--- src/rtl/fft_addr_gen_if.sv ---
// rtl/fft_addr_gen_if.sv - start/status and memory address bus of the FFT address generator
interface fft_addr_gen_if #(
  parameter int ADDR_WIDTH = 12
);
  logic                  start;
  logic                  busy;
  logic                  done;
  logic                  rd_en;
  logic [ADDR_WIDTH-1:0] rd_addra;
  logic [ADDR_WIDTH-1:0] rd_addrb;
  logic [ADDR_WIDTH-2:0] twiddle_addr;
  logic                  wr_en;
  logic [ADDR_WIDTH-1:0] wr_addra;
  logic [ADDR_WIDTH-1:0] wr_addrb;
  logic                  scale;
  logic [3:0]            stage;

  modport master (
    input  start,
    output busy, done, rd_en, rd_addra, rd_addrb, twiddle_addr,
    output wr_en, wr_addra, wr_addrb, scale, stage
  );

  modport slave (
    output start,
    input  busy, done, rd_en, rd_addra, rd_addrb, twiddle_addr,
    input  wr_en, wr_addra, wr_addrb, scale, stage
  );
endinterface

--- src/rtl/fft_addr_gen.sv ---
// rtl/fft_addr_gen.sv - radix-2 DIT in-place stage sequencer with delayed write-back addressing
module fft_addr_gen #(
  parameter int FFT_SIZE     = 4096,
  parameter int ADDR_WIDTH   = 12,
  parameter int RD_LATENCY   = 1,
  parameter int BFLY_LATENCY = 5
) (
  input  logic          clk,
  input  logic          rst,
  fft_addr_gen_if.master bus
);
  localparam int              L          = RD_LATENCY + BFLY_LATENCY;
  localparam int              JW         = ADDR_WIDTH - 1;
  localparam logic [JW-1:0]   J_LAST     = JW'(FFT_SIZE / 2 - 1);
  localparam logic [7:0]      D_LAST     = 8'(L - 1);
  localparam logic [3:0]      LAST_STAGE = 4'(ADDR_WIDTH - 1);

  typedef enum logic [1:0] {IDLE, RUN, DRAIN, DONE} state_t;

  state_t                state;
  logic [JW-1:0]         j;
  logic [JW-1:0]         j_nxt;
  logic [3:0]            stage;
  logic [3:0]            stage_nxt;
  logic [7:0]            dcnt;
  logic                  busy_q;
  logic                  done_q;
  logic                  rd_en_q;
  logic [ADDR_WIDTH-1:0] addra_q;
  logic [ADDR_WIDTH-1:0] addrb_q;
  logic [JW-1:0]         tw_q;

  logic [L-1:0]          pv;
  logic [L-1:0]          ps;
  logic [ADDR_WIDTH-1:0] pa [L];
  logic [ADDR_WIDTH-1:0] pb [L];

  assign j_nxt     = j + 1'b1;
  assign stage_nxt = stage + 1'b1;

  function automatic logic [ADDR_WIDTH-1:0] addr_a(input logic [3:0] st, input logic [JW-1:0] jj);
    logic [ADDR_WIDTH-1:0] jx;
    logic [ADDR_WIDTH-1:0] mask;
    jx   = ADDR_WIDTH'(jj);
    mask = (ADDR_WIDTH'(1) << st) - ADDR_WIDTH'(1);
    return ((jx >> st) << (st + 4'd1)) | (jx & mask);
  endfunction

  function automatic logic [ADDR_WIDTH-1:0] addr_b(input logic [3:0] st, input logic [JW-1:0] jj);
    return addr_a(st, jj) + (ADDR_WIDTH'(1) << st);
  endfunction

  // Twiddle index k * N/(2*span): the in-group offset scaled to the full ROM.
  function automatic logic [JW-1:0] tw_of(input logic [3:0] st, input logic [JW-1:0] jj);
    logic [JW-1:0] mask;
    mask = (JW'(1) << st) - JW'(1);
    return (jj & mask) << (4'(JW) - st);
  endfunction

  // Addresses are registered one step ahead so they line up with rd_en.
  always_ff @(posedge clk or posedge rst) begin
    if (rst) begin
      state   <= IDLE;
      j       <= '0;
      stage   <= '0;
      dcnt    <= '0;
      busy_q  <= 1'b0;
      done_q  <= 1'b0;
      rd_en_q <= 1'b0;
      addra_q <= '0;
      addrb_q <= '0;
      tw_q    <= '0;
    end else begin
      case (state)
        IDLE: begin
          if (bus.start) begin
            state   <= RUN;
            stage   <= '0;
            j       <= '0;
            busy_q  <= 1'b1;
            rd_en_q <= 1'b1;
            addra_q <= addr_a(4'd0, JW'(0));
            addrb_q <= addr_b(4'd0, JW'(0));
            tw_q    <= tw_of(4'd0, JW'(0));
          end
        end
        RUN: begin
          if (j == J_LAST) begin
            state   <= DRAIN;
            j       <= '0;
            dcnt    <= '0;
            rd_en_q <= 1'b0;
          end else begin
            j       <= j_nxt;
            addra_q <= addr_a(stage, j_nxt);
            addrb_q <= addr_b(stage, j_nxt);
            tw_q    <= tw_of(stage, j_nxt);
          end
        end
        DRAIN: begin
          // Waiting out the full read+butterfly latency keeps the next stage from reading stale data.
          if (dcnt == D_LAST) begin
            if (stage == LAST_STAGE) begin
              state  <= DONE;
              busy_q <= 1'b0;
              done_q <= 1'b1;
            end else begin
              state   <= RUN;
              stage   <= stage_nxt;
              rd_en_q <= 1'b1;
              addra_q <= addr_a(stage_nxt, JW'(0));
              addrb_q <= addr_b(stage_nxt, JW'(0));
              tw_q    <= tw_of(stage_nxt, JW'(0));
            end
          end else begin
            dcnt <= dcnt + 1'b1;
          end
        end
        DONE: begin
          state  <= IDLE;
          done_q <= 1'b0;
        end
        default: state <= IDLE;
      endcase
    end
  end

  always_ff @(posedge clk or posedge rst) begin
    if (rst) begin
      pv <= '0;
      ps <= '0;
      for (int k = 0; k < L; k++) begin
        pa[k] <= '0;
        pb[k] <= '0;
      end
    end else begin
      pv[0] <= rd_en_q;
      ps[0] <= stage[0];
      pa[0] <= addra_q;
      pb[0] <= addrb_q;
      for (int k = 1; k < L; k++) begin
        pv[k] <= pv[k-1];
        ps[k] <= ps[k-1];
        pa[k] <= pa[k-1];
        pb[k] <= pb[k-1];
      end
    end
  end

  assign bus.busy         = busy_q;
  assign bus.done         = done_q;
  assign bus.rd_en        = rd_en_q;
  assign bus.rd_addra     = addra_q;
  assign bus.rd_addrb     = addrb_q;
  assign bus.twiddle_addr = tw_q;
  assign bus.stage        = stage;
  assign bus.wr_en        = pv[L-1];
  assign bus.wr_addra     = pa[L-1];
  assign bus.wr_addrb     = pb[L-1];
  // Odd stages halve the butterfly output: 1/sqrt(N) overall for even ADDR_WIDTH.
  assign bus.scale        = ps[L-1] & pv[L-1];
endmodule

--- src/flat_wrapper.sv ---
// flat-port wrapper written by rule: the top's interface ports become plain ports
module fft_addr_gen_flat 
#(
  parameter int FFT_SIZE     = 4096,
  parameter int ADDR_WIDTH   = 12,
  parameter int RD_LATENCY   = 1,
  parameter int BFLY_LATENCY = 5
)
  (clk, rst, bus_start, bus_busy, bus_done, bus_rd_en, bus_rd_addra, bus_rd_addrb, bus_twiddle_addr, bus_wr_en, bus_wr_addra, bus_wr_addrb, bus_scale, bus_stage);
  fft_addr_gen_if #(.ADDR_WIDTH(ADDR_WIDTH)) bus_i ();
  input  logic clk;
  input  logic rst;
  input wire logic [$bits(bus_i.start)-1:0] bus_start;
  output wire logic [$bits(bus_i.busy)-1:0] bus_busy;
  output wire logic [$bits(bus_i.done)-1:0] bus_done;
  output wire logic [$bits(bus_i.rd_en)-1:0] bus_rd_en;
  output wire logic [$bits(bus_i.rd_addra)-1:0] bus_rd_addra;
  output wire logic [$bits(bus_i.rd_addrb)-1:0] bus_rd_addrb;
  output wire logic [$bits(bus_i.twiddle_addr)-1:0] bus_twiddle_addr;
  output wire logic [$bits(bus_i.wr_en)-1:0] bus_wr_en;
  output wire logic [$bits(bus_i.wr_addra)-1:0] bus_wr_addra;
  output wire logic [$bits(bus_i.wr_addrb)-1:0] bus_wr_addrb;
  output wire logic [$bits(bus_i.scale)-1:0] bus_scale;
  output wire logic [$bits(bus_i.stage)-1:0] bus_stage;
  assign bus_i.start = bus_start;
  assign bus_busy = bus_i.busy;
  assign bus_done = bus_i.done;
  assign bus_rd_en = bus_i.rd_en;
  assign bus_rd_addra = bus_i.rd_addra;
  assign bus_rd_addrb = bus_i.rd_addrb;
  assign bus_twiddle_addr = bus_i.twiddle_addr;
  assign bus_wr_en = bus_i.wr_en;
  assign bus_wr_addra = bus_i.wr_addra;
  assign bus_wr_addrb = bus_i.wr_addrb;
  assign bus_scale = bus_i.scale;
  assign bus_stage = bus_i.stage;
  fft_addr_gen #(.FFT_SIZE(FFT_SIZE), .ADDR_WIDTH(ADDR_WIDTH), .RD_LATENCY(RD_LATENCY), .BFLY_LATENCY(BFLY_LATENCY)) u_core (.clk(clk), .rst(rst), .bus(bus_i));
endmodule
--- config.mk ---
export PLATFORM = sky130hd
export DESIGN_NAME = fft_addr_gen_flat
export DESIGN_NICKNAME = d
export VERILOG_FILES = /design/src/rtl/fft_addr_gen_if.sv /design/src/rtl/fft_addr_gen.sv /design/src/flat_wrapper.sv
export SDC_FILE = /design/constraint.sdc
export NUM_CORES = 1
export LEC_CHECK = 0
export CAP_MARGIN = 20
export CORE_ASPECT_RATIO = 0.5
export CORE_UTILIZATION = 45
export CTS_BUF_LIST = sky130_fd_sc_hd__clkbuf_8
export DETAILED_ROUTE_END_ITERATION = 8
export DONT_BUFFER_PORTS = 1
export MAX_ROUTING_LAYER = met4
export PLACE_DENSITY = 0.66
export SLEW_MARGIN = 20
export SYNTH_ARGS = -nofsm -noshare
export SYNTH_HDL_FRONTEND = slang
export SYNTH_SLANG_ARGS = --single-unit
--- constraint.sdc ---
create_clock -name clk -period 8.5 [get_ports clk]
set_clock_uncertainty 0.1 [all_clocks]
set_input_delay 1.7 -clock clk [delete_from_list [all_inputs] [get_ports clk]]
set_output_delay 1.7 -clock clk [all_outputs]
set_load 0.005 [all_outputs]
; ---- After elaboration in Yosys (flattened, before gate mapping)
; Cells that the tools add are included.
[op_classes]
n_addsub = 10
multipliers = 0
div = 0
magnitude_cmp = 0
eq_ne = 13
shift = 9
mux = 40
bitwise_logic = 4
reduce_logical = 14
[ops]
columns = cell, count
row1 = $mux 12, 8
row2 = $pmux 12 s3, 2
row3 = $mux 11, 5
row4 = $pmux 11 s3, 1
row5 = $add 12x12->12, 2
row6 = $shl 1x4->12 const A, 2
row7 = $shl 12x4->12, 2
row8 = $pmux 11 s2, 1
row9 = $shl 1x4->11 const A, 2
row10 = $mux 8, 2
row11 = $pmux 8 s2, 1
row12 = $and 11x12->12, 1
row13 = $mux 4, 3
row14 = $or 12x12->12, 1
row15 = $shr 1x4->12 const A, 1
row16 = $shr 11x4->12, 1
row17 = $sub 12x2->12 const B, 1
row18 = $add 11x1->11 const B, 1
row19 = $and 11x11->11, 1
row20 = $eq 11x11->1 const B, 1
row21 = $shl 11x4->11, 1
row22 = $sub 11x2->11 const B, 1
row23 = $reduce_and 5->1, 2
row24 = $reduce_and 3->1, 3
row25 = other kinds (21), 44
[totals]
regBits = 219
latchBits = 0
ram_bits = 0
rom_bits = 0
input_bits = 3
out_inout_bits = 68
elab_cells = 114
mem_count = 0

; ---- Logic depth before layout (Yosys ltp)
[depth]
word_depth = 7
ltp_mapped = 21
mapped_depth_nobuf = 19

; ---- Least setup slack after synthesis
; Ideal clock, no wire load.
[synth_path]
path_type = flip-flop to flip-flop
startpoint = register u_core.stage[0] (netlist: u_core.bus.stage[0])
endpoint = register u_core.addrb_q[11] (netlist: u_core.bus.rd_addrb[11])
setup_ps = 82
t_arrival_ps = 4646
t_required_ps = 8318
setup_slack_ps = 3672
stages_incl_launch_ff = 20
path_buffers = 5
period_less_slack_ps = 4828
cell_sequence = dfrtp_1 buf_4 inv_1 buf_2 clkbuf_1 ha_1 clkbuf_1 clkbuf_1 mux4_1 a21oi_1 o22ai_1 ha_1 nor3_1 nor2_1 nand2_1 o2111a_1 o21a_1 or3b_2 mux2_1 a31oi_1
[synth_via]
elab_chain_cells = 7
word_cells_on_any_way = 20
cone_classes = add/sub (5) / eq/ne (2) / shift (6) / mux (4) / bitwise (2) / reduce/logical (1)
[synth_rtl]
columns = item, line
row1 = start: declaration, fft_addr_gen.sv:23  ; logic [3:0] stage;
row2 = start signal: assignment, fft_addr_gen.sv:109  ; stage <= stage_nxt;
row3 = $add 4x1->4 or $shl 1x4->12 (tied branches), -
row4 = $add 4x1->4 (tied with other cells), fft_addr_gen.sv:46  ; return ((jx >> st) << (st + 4'd1)) | (jx & mask);
row5 = $shl 12x4->12 or $and 11x12->12 (tied branches), fft_addr_gen.sv:46
row6 = $add 12x12->12 or $or 12x12->12 (tied branches), "fft_addr_gen.sv:50, fft_addr_gen.sv:46"
row7 = $mux 12 or $add 12x12->12 (tied branches), "fft_addr_gen.sv:103, fft_addr_gen.sv:50"
row8 = "$mux 12, on equally long branches", "fft_addr_gen.sv:102, fft_addr_gen.sv:88"
row9 = $pmux 12 s3, fft_addr_gen.sv:74  ; case (state)
row10 = end signal: assignment, fft_addr_gen.sv:83  ; addrb_q <= addr_b(4'd0, JW'(0));
row11 = end signal: assignment, fft_addr_gen.sv:96  ; addrb_q <= addr_b(stage, j_nxt);
row12 = end signal: assignment, fft_addr_gen.sv:112  ; addrb_q <= addr_b(stage_nxt, JW'(0));
row13 = end: declaration, fft_addr_gen.sv:30  ; logic [ADDR_WIDTH-1:0] addrb_q;
; Parallel ways exist; a longest one is shown, timed or not. The select of a mux whose other input is x is not followed.
; A chain may end at the register's enable or synchronous reset.

; ---- Final worst setup path
[layout_path]
startpoint = register u_core.j[0]
endpoint = register u_core.addrb_q[11] (netlist: u_core.bus.rd_addrb[11])
[layout_via]
elab_chain_cells = 7
word_cells_on_any_way = 11
cone_classes = add/sub (2) / eq/ne (2) / shift (2) / mux (2) / bitwise (2) / reduce/logical (1)
[layout_rtl]
columns = item, line
row1 = start: declaration, fft_addr_gen.sv:21  ; logic [JW-1:0] j;
row2 = start signal: assignment, fft_addr_gen.sv:94  ; j <= j_nxt;
row3 = $add 11x1->11, fft_addr_gen.sv:38  ; assign j_nxt = j + 1'b1;
row4 = $shr 11x4->12, fft_addr_gen.sv:46
row5 = $shl 12x4->12, fft_addr_gen.sv:46
row6 = $or 12x12->12, fft_addr_gen.sv:46
row7 = $add 12x12->12, fft_addr_gen.sv:50  ; return addr_a(st, jj) + (ADDR_WIDTH'(1) << st);
row8 = $mux 12, fft_addr_gen.sv:88  ; if (j == J_LAST) begin
row9 = $pmux 12 s3, fft_addr_gen.sv:74
; Parallel ways exist; a longest one is shown, timed or not. The select of a mux whose other input is x is not followed.

==> flow_summary.toml <==
[grt]
grt_max_degree = 145
grt_pass1_wl_um = 35700
grt_pass1_vias = 6304
overflow = 0
grt_use_total_pct = 21.1
antenna_found_initial = 0

[clock_network]
post_cts_buffers = 0
cts_root_buffer = "clkbuf_8"
cts-resized-gates = 0
path_clk_slew_ns = 0.08
cts_sinks = 219
numCtsBuffers = 29
cts_tree = "yes"
clockBufferDepth = 3
clock_latency_ns = 0.58
cts-hold-fix-buffers = 0
h-tree-depth = 1

[synthesis]
yosysSeqAreaShare_pct = 55.9
yosysUniqueCellTypes = 89
avgSynthCellArea_um2 = 11.4
async_flop_share_pct = 100
synth_area_um2 = 9800
synth_cells = 861
synth.top_cells.by_area = "dfrtp_1 56%, ha_1 3.6%, o21ai_0 2.7%"
ys_ff_latch = 219
syn_nets = 893
yosys_warnings = 0
synth_edf_count = 0
synth_top_area_cell = "dfrtp_1"
synth-main-ff-cell = "dfrtp_1"
yosysTopAreaCellShare_pct = 55.9

[final_layout]
nets = 857
area_delta_synth_final_pct = 6.28
final_area_um2 = 10400
fillCellCount = 1860
diodes = 0
drive_above_1_share_pct = 10.1

[route]
drt-vias-per-instance = 5.79
drc = 0
wl_um = 22500
wl_per_cell_um = 19.8
ant_nets = 0
drt_iter0_drc = 673
drt-pass1-iter-count = 5
vias = 6574

[timing]
fin_crit_ns = 5.85
max_freq_ghz = 0.171
worstMarginPinSlew_ns = 0.951
rsz0062_at_grt = "false"
maxSlewViolCount = 0
hold_violations = 0
setup_viol = 0
finalSetupTns_ns = 0
fin_crit_sh_pct = 68.8
slew_headroom_pct = 36.6

[placed_design]
place_area_um2 = 9830
dp_hpwl_um = 15600
gp_congestion = 0.952
port_buffers = 0

[critical_path]
cp-startpoint = "u_core.j[0]$_DFFE_PP0P_"
crit_type = "reg2reg"
end_kind = "flop"
cp-start-kind = "flop"
r2r_start = "u_core.j[0]$_DFFE_PP0P_"
arrival_ns = 6.25
worst-path-max-fanout = 15
cp.required_ns = 8.90

[floorplan]
chipHeight_um = 106
start_util_pct = 46.8
die-area_um2 = 22400
rows = 37
die_x_um = 211
core-area_um2 = 20900
io_pins = 71

[pwr]
p_per_area_nw_per_um2 = 176
p_sw_w = 0.000385
swShare_pct = 21.0
pwr-share-comb_pct = 1.1
leakagePower_nw = 4.67
seq_power_share_pct = 56.9
cellInternalPower_w = 0.00145
pwr-share-clk_pct = 42.1
peakVddDrop_mv = 0.109

[worst_hold_path]
hp-start = "u_core.pb[42]$_DFF_PP0_"
hold_path.class = "reg2reg"

[job]
cap_violations = 0

[outcome]
outcome = "finished, final reports clean"
state kept, by name, indices dropped and copies added, names as in the netlist, 8 cells and up:
name / count
u_core.bus.wr_addrb: 12
u_core.bus.rd_addra: 12
u_core.bus.rd_addrb: 12
u_core.bus.wr_addra: 12
u_core.dcnt: 8
u_core.bus.twiddle_addr: 11
u_core.pa: 60
u_core.pb: 60
u_core.j: 11
cell usage after synthesis, drive strengths merged, types with 6 or more instances:
library cell  number
o21ai             57
nand4              8
nand2b            10
a22oi              6
o22ai              6
nor2              56
a211oi            12
xnor2             15
a22o              21
buf               44
mux4               7
ha                28
a31oi              9
and3               8
mux2i             13
and2               9
nor2b              9
o31ai             15
xor2              14
nor3              19
dfrtp            219
clkbuf            33
o211ai            12
nand3             20
a21oi             28
inv               21
nand2             68
per-stage QoR:
stage          total power [W]  hold slack [ns]  instances  worst slack [ns]  util [%]
3_5_place_dp           0.00108            0.235       1086              2.74      47.0
4_1_cts                0.00186            0.247       1135              2.69      49.8
3_3_place_gp           0.00108            0.231       1086              2.89      47.0
5_1_grt                0.00191            0.250       1135              2.36      49.8
2_1_floorplan          0.00108            0.231        861             0.707         -
6_report               0.00183            0.244       1135              2.65      49.8
routing by layer:
layer	wire length, um	GRT usage (%)	vias up
met1	10600	29.7	3247
met4	544	6.00	0
met3	1480	4.31	44
met5	0	-	-
li1	-	-	3033
met2	9880	31.0	250
cell families after synthesis:
family | share of synthesized area [%]
AOI/OAI and AO/OA | 17.4
and+or+nand+nor | 11.7
DFF | 55.9
buffers and inverters | 5.05
xor gates and xnor gates | 2.59
adders and majority gates | 3.78
muxes | 3.55
cell usage in the layout (no fill, tap or decap), drive strengths merged, types with 9 or more instances in the layout:
cell / n
inv: 29
a22o: 21
and2: 9
a211oi: 12
mux2i: 13
clkbuf: 35
nor2: 56
buf: 10
a21oi: 28
xnor2: 15
ha: 28
nand2b: 10
nor2b: 9
dfrtp: 219
xor2: 14
o211ai: 12
nand3: 20
nand2: 68
o21ai: 57
nor3: 19
a31oi: 9
o31ai: 15
power by group through the flow:
| stage | clock network [W] | registers [W] | logic [W] |
|---|---|---|---|
| 2_1_floorplan | 0 | 0.00106 | 0.0000154 |
| 3_3_place_gp | 0 | 0.00106 | 0.0000204 |
| 3_5_place_dp | 0 | 0.00106 | 0.0000210 |
| 4_1_cts | 0.000797 | 0.00104 | 0.0000210 |
| 5_1_grt | 0.000848 | 0.00104 | 0.0000238 |
| 6_report | 0.000771 | 0.00104 | 0.0000194 |
final timing paths:
| path | end | slack (ns) | cells past startpoint |
|---|---|---|---|
| setup / recovery | u_core.bus.rd_addrb[11]$_DFFE_PP0P_ | 2.65 | 18 |
| hold / removal | u_core.pb[30]$_DFF_PP0_ | 0.24 | 0 |
| setup reg to reg | u_core.bus.rd_addrb[11]$_DFFE_PP0P_ | 2.65 | 18 |
| hold reg to reg | u_core.pb[30]$_DFF_PP0_ | 0.24 | 0 |
| max in group asynchronous | u_core.bus.stage[0]$_DFFE_PP0P_ | 5.72 | 2 |
| min in group asynchronous | u_core.bus.wr_addrb[5]$_DFF_PP0_ | 1.06 | 1 |
critical path, cell delays in order, from the launching register on:
cell and delay (ns):
dfrtp_1 0.64, ha_1 0.41, inv_2 0.16, or3_1 0.39, a31oi_1 0.38, o22ai_1 0.18, a21oi_1 0.30, mux2i_1 0.24
o32ai_1 0.74, ha_1 0.37, a21o_1 0.16, a21oi_1 0.27, o21ai_0 0.16, nand2_1 0.11, o2111a_1 0.22, nor3_1 0.07
or3b_2 0.46, mux2_1 0.28, a31oi_1 0.16
cell type report:
cell class	instances	area [um2]	area share, %
clock buffer	35	482	4.63
timing repair buffer	10	75.1	0.721
tap	292	365	3.51
multi-input combinational	543	3820	36.7
sequential	219	5480	52.7
clock inverter	14	96.3	0.925
inverter	22	90.1	0.865
(Power assumes the default switching activity.)
==> patch: new RTL, same flow settings <==
`BFLY_LATENCY` is set to 5 in 2 places; all go to 4.
--- a/src/rtl/fft_addr_gen.sv
+++ b/src/rtl/fft_addr_gen.sv
@@ -5,3 +5,3 @@
   parameter int RD_LATENCY   = 1,
-  parameter int BFLY_LATENCY = 5
+  parameter int BFLY_LATENCY = 4
 ) (
--- a/src/flat_wrapper.sv
+++ b/src/flat_wrapper.sv
@@ -6,3 +6,3 @@
   parameter int RD_LATENCY   = 1,
-  parameter int BFLY_LATENCY = 5
+  parameter int BFLY_LATENCY = 4
 )
Formal check against the unedited RTL: not equivalent (Yosys sat finds a counterexample within 10 cycles, from zero or initial values and one cycle with rst high).
==> patch against the original RTL <==
  * Sequential cell count shrank 26
  * Power decreased by 16%
  * Clock power decreased by 21%
  * Routed wire length increased by 0.73%
  * First-iteration DRC count fell by 19%
  * Die area down 7.7%
  * Synthesized area fell by 7.8%
  * Setup slack improved by 0.23 ns
  * Final area is 8.9% lower
  * Core utilization is 1.3 points lower
  * Synthesized cell count decreased by 1.3%
  * Largest cell class unchanged
==> patch: results (changes against the original RTL) <==
<table>
<tr><th>Metric</th><th>Value</th></tr>
<tr><th colspan="2">Clock network</th></tr>
<tr><td>Latest clock arrival within the worst-skew pair</td><td>0.48 ns (-0.10 ns)</td></tr>
<tr><td>Clk buf depth</td><td>2 (-1)</td></tr>
<tr><td>Clock buffers created by TritonCTS</td><td>17 (-41%)</td></tr>
<tr><td>CTS H-Tree Depth</td><td>4 (+3)</td></tr>
<tr><th colspan="2">Detailed routing</th></tr>
<tr><td>Number of DRC violations after detailed-routing iteration 0</td><td>544 (-19%)</td></tr>
<tr><td>Drt total wl</td><td>22,640 um (+0.73%)</td></tr>
<tr><td>DR vias</td><td>6,410 (-2.5%)</td></tr>
<tr><th colspan="2">Synth</th></tr>
<tr><td>Net count of the mapped netlist</td><td>883 (-1.1%)</td></tr>
<tr><td>Portion of the post-synthesis area used by sequential elements</td><td>53.46% (-2.5 points)</td></tr>
<tr><td>Top cells by count, synth</td><td>193 x sky130_fd_sc_hd__dfrtp_1, 76 x sky130_fd_sc_hd__nand2_1, 62 x sky130_fd_sc_hd__o21ai_0</td></tr>
<tr><th colspan="2">Pwr</th></tr>
<tr><td>Worst vdd rail ir drop</td><td>0.0001210 V (+11%)</td></tr>
<tr><td>Static leakage</td><td>0.003979 uW (-15%)</td></tr>
<tr><th colspan="2">Placed design</th></tr>
<tr><td>Total half-perimeter wirelength after legalization and detailed placement</td><td>16,110 um (+3.4%)</td></tr>
<tr><td>Placed Area</td><td>9069 um2 (-7.8%)</td></tr>
<tr><th colspan="2">Outcome</th></tr>
<tr><td>Status</td><td>complete, no violations</td></tr>
<tr><th colspan="2">Setup path</th></tr>
<tr><td>Slowest Stage Delay on Critical Path</td><td>0.54 ns (-0.20 ns)</td></tr>
<tr><td>CP Max Fanout</td><td>8 (-7)</td></tr>
<tr><td>Slack of the worst reg-to-reg path</td><td>2.88 ns (+0.23 ns)</td></tr>
<tr><td>Worst reg2reg path startpoint</td><td>u_core.j[3]$_DFFE_PP0P_</td></tr>
<tr><th colspan="2">Final layout</th></tr>
<tr><td>Number of nets at the end of the flow</td><td>838 (-2.2%)</td></tr>
<tr><td>Share of post-route cells with drive strength above 1</td><td>8.557% (-1.5 points)</td></tr>
<tr><td>Registers with the most flip-flops</td><td>u_core.pa x48, u_core.pb x48</td></tr>
<tr><th colspan="2">Global routing</th></tr>
<tr><td>Wire length of the first global-routing pass</td><td>35,830 um (+0.39%)</td></tr>
<tr><td>Number of global-route vias before repair</td><td>6,152 (-2.4%)</td></tr>
<tr><td>Global router's overall resource usage</td><td>23.53% (+2.4 points)</td></tr>
<tr><td>Largest net degree at the start of global routing</td><td>115 (-21%)</td></tr>
<tr><th colspan="2">Hold path</th></tr>
<tr><td>Sink of the worst hold path</td><td>u_core.pb[46]$_DFF_PP0_</td></tr>
<tr><td>Beginning of the worst hold path</td><td>u_core.pb[58]$_DFF_PP0_</td></tr>
<tr><th colspan="2">STA</th></tr>
<tr><td>Headroom to the max-slew limit</td><td>35.37% (-1.3 points)</td></tr>
</table>
==> patch: worst max-delay path by stage <==
stage                                                to  slack (ns)  cells after the start
floorplan                   u_core.bus.busy$_DFFE_PP0P_        1.44                      1
CTS                 u_core.bus.rd_addrb[11]$_DFFE_PP0P_        3.00                     18
finish              u_core.bus.rd_addrb[11]$_DFFE_PP0P_        2.88                     18
detailed placement  u_core.bus.rd_addrb[11]$_DFFE_PP0P_        3.08                     18
global route        u_core.bus.rd_addrb[11]$_DFFE_PP0P_        2.52                     18
global placement    u_core.bus.rd_addrb[11]$_DFFE_PP0P_        2.98                     18
==> patch: final cells by class <==
cell class	instances	area, um2	share of cell area (%)
clock buffers	18	247.7	2.613
clock inverters	14	161.4	1.702
inverters	25	101.3	1.069
multi-input cells	558	3729	39.32
flip-flops and latches	193	4831	50.95
well taps	266	332.8	3.510
repair buffers	10	78.83	0.8314
==> patch: cells by family after synthesis <==
group / Yosys count / synth area share (%)
xor+xnor: 27 / 2.784
mux: 18 / 2.368
buf+inv: 99 / 5.359
flops: 193 / 53.46
fa+ha+maj: 30 / 4.238
simple gates: 253 / 14.24
compound gates: 230 / 17.56
==> patch: power breakdown <==
part | internal (uW) | leakage [uW] | total [uW] | switching (uW)
clock network | 253 | 0.000194 | 606 | 353
registers | 917 | 0.00226 | 917 | 0
logic | 0.746 | 0.00153 | 17.3 | 16.5
total | 1170 | 0.00398 | 1540 | 369
==> patch: stage by stage <==
stage	util [%]	worst slack, ns
4_1_cts	48.48	3.002
6_report	48.50	2.875
5_1_grt	48.50	2.518
3_5_place_dp	46.39	3.075
2_1_floorplan	-	1.444
3_3_place_gp	46.39	2.984
==> patch: metal layers <==
layer | vias to the layer above | share of wire, % | global-route usage [%]
met3 | 35 | 5.9 | 5.230
met4 | 0 | 1.3 | 5.726
li1 | 2953 | - | -
met1 | 3221 | 48 | 32.68
met5 | - | 0 | -
met2 | 201 | 45 | 35.12
==> patch: worst max-delay path, delay by kind of cell (launching register included) <==
kind	cells	cell delay (ns)
muxes	1	0.12
DFF	1	0.53
adders and majority gates	1	0.31
and+or+nand+nor	6	1.62
xor gates and xnor gates	1	0.34
AOI/OAI and AO/OA	9	2.50
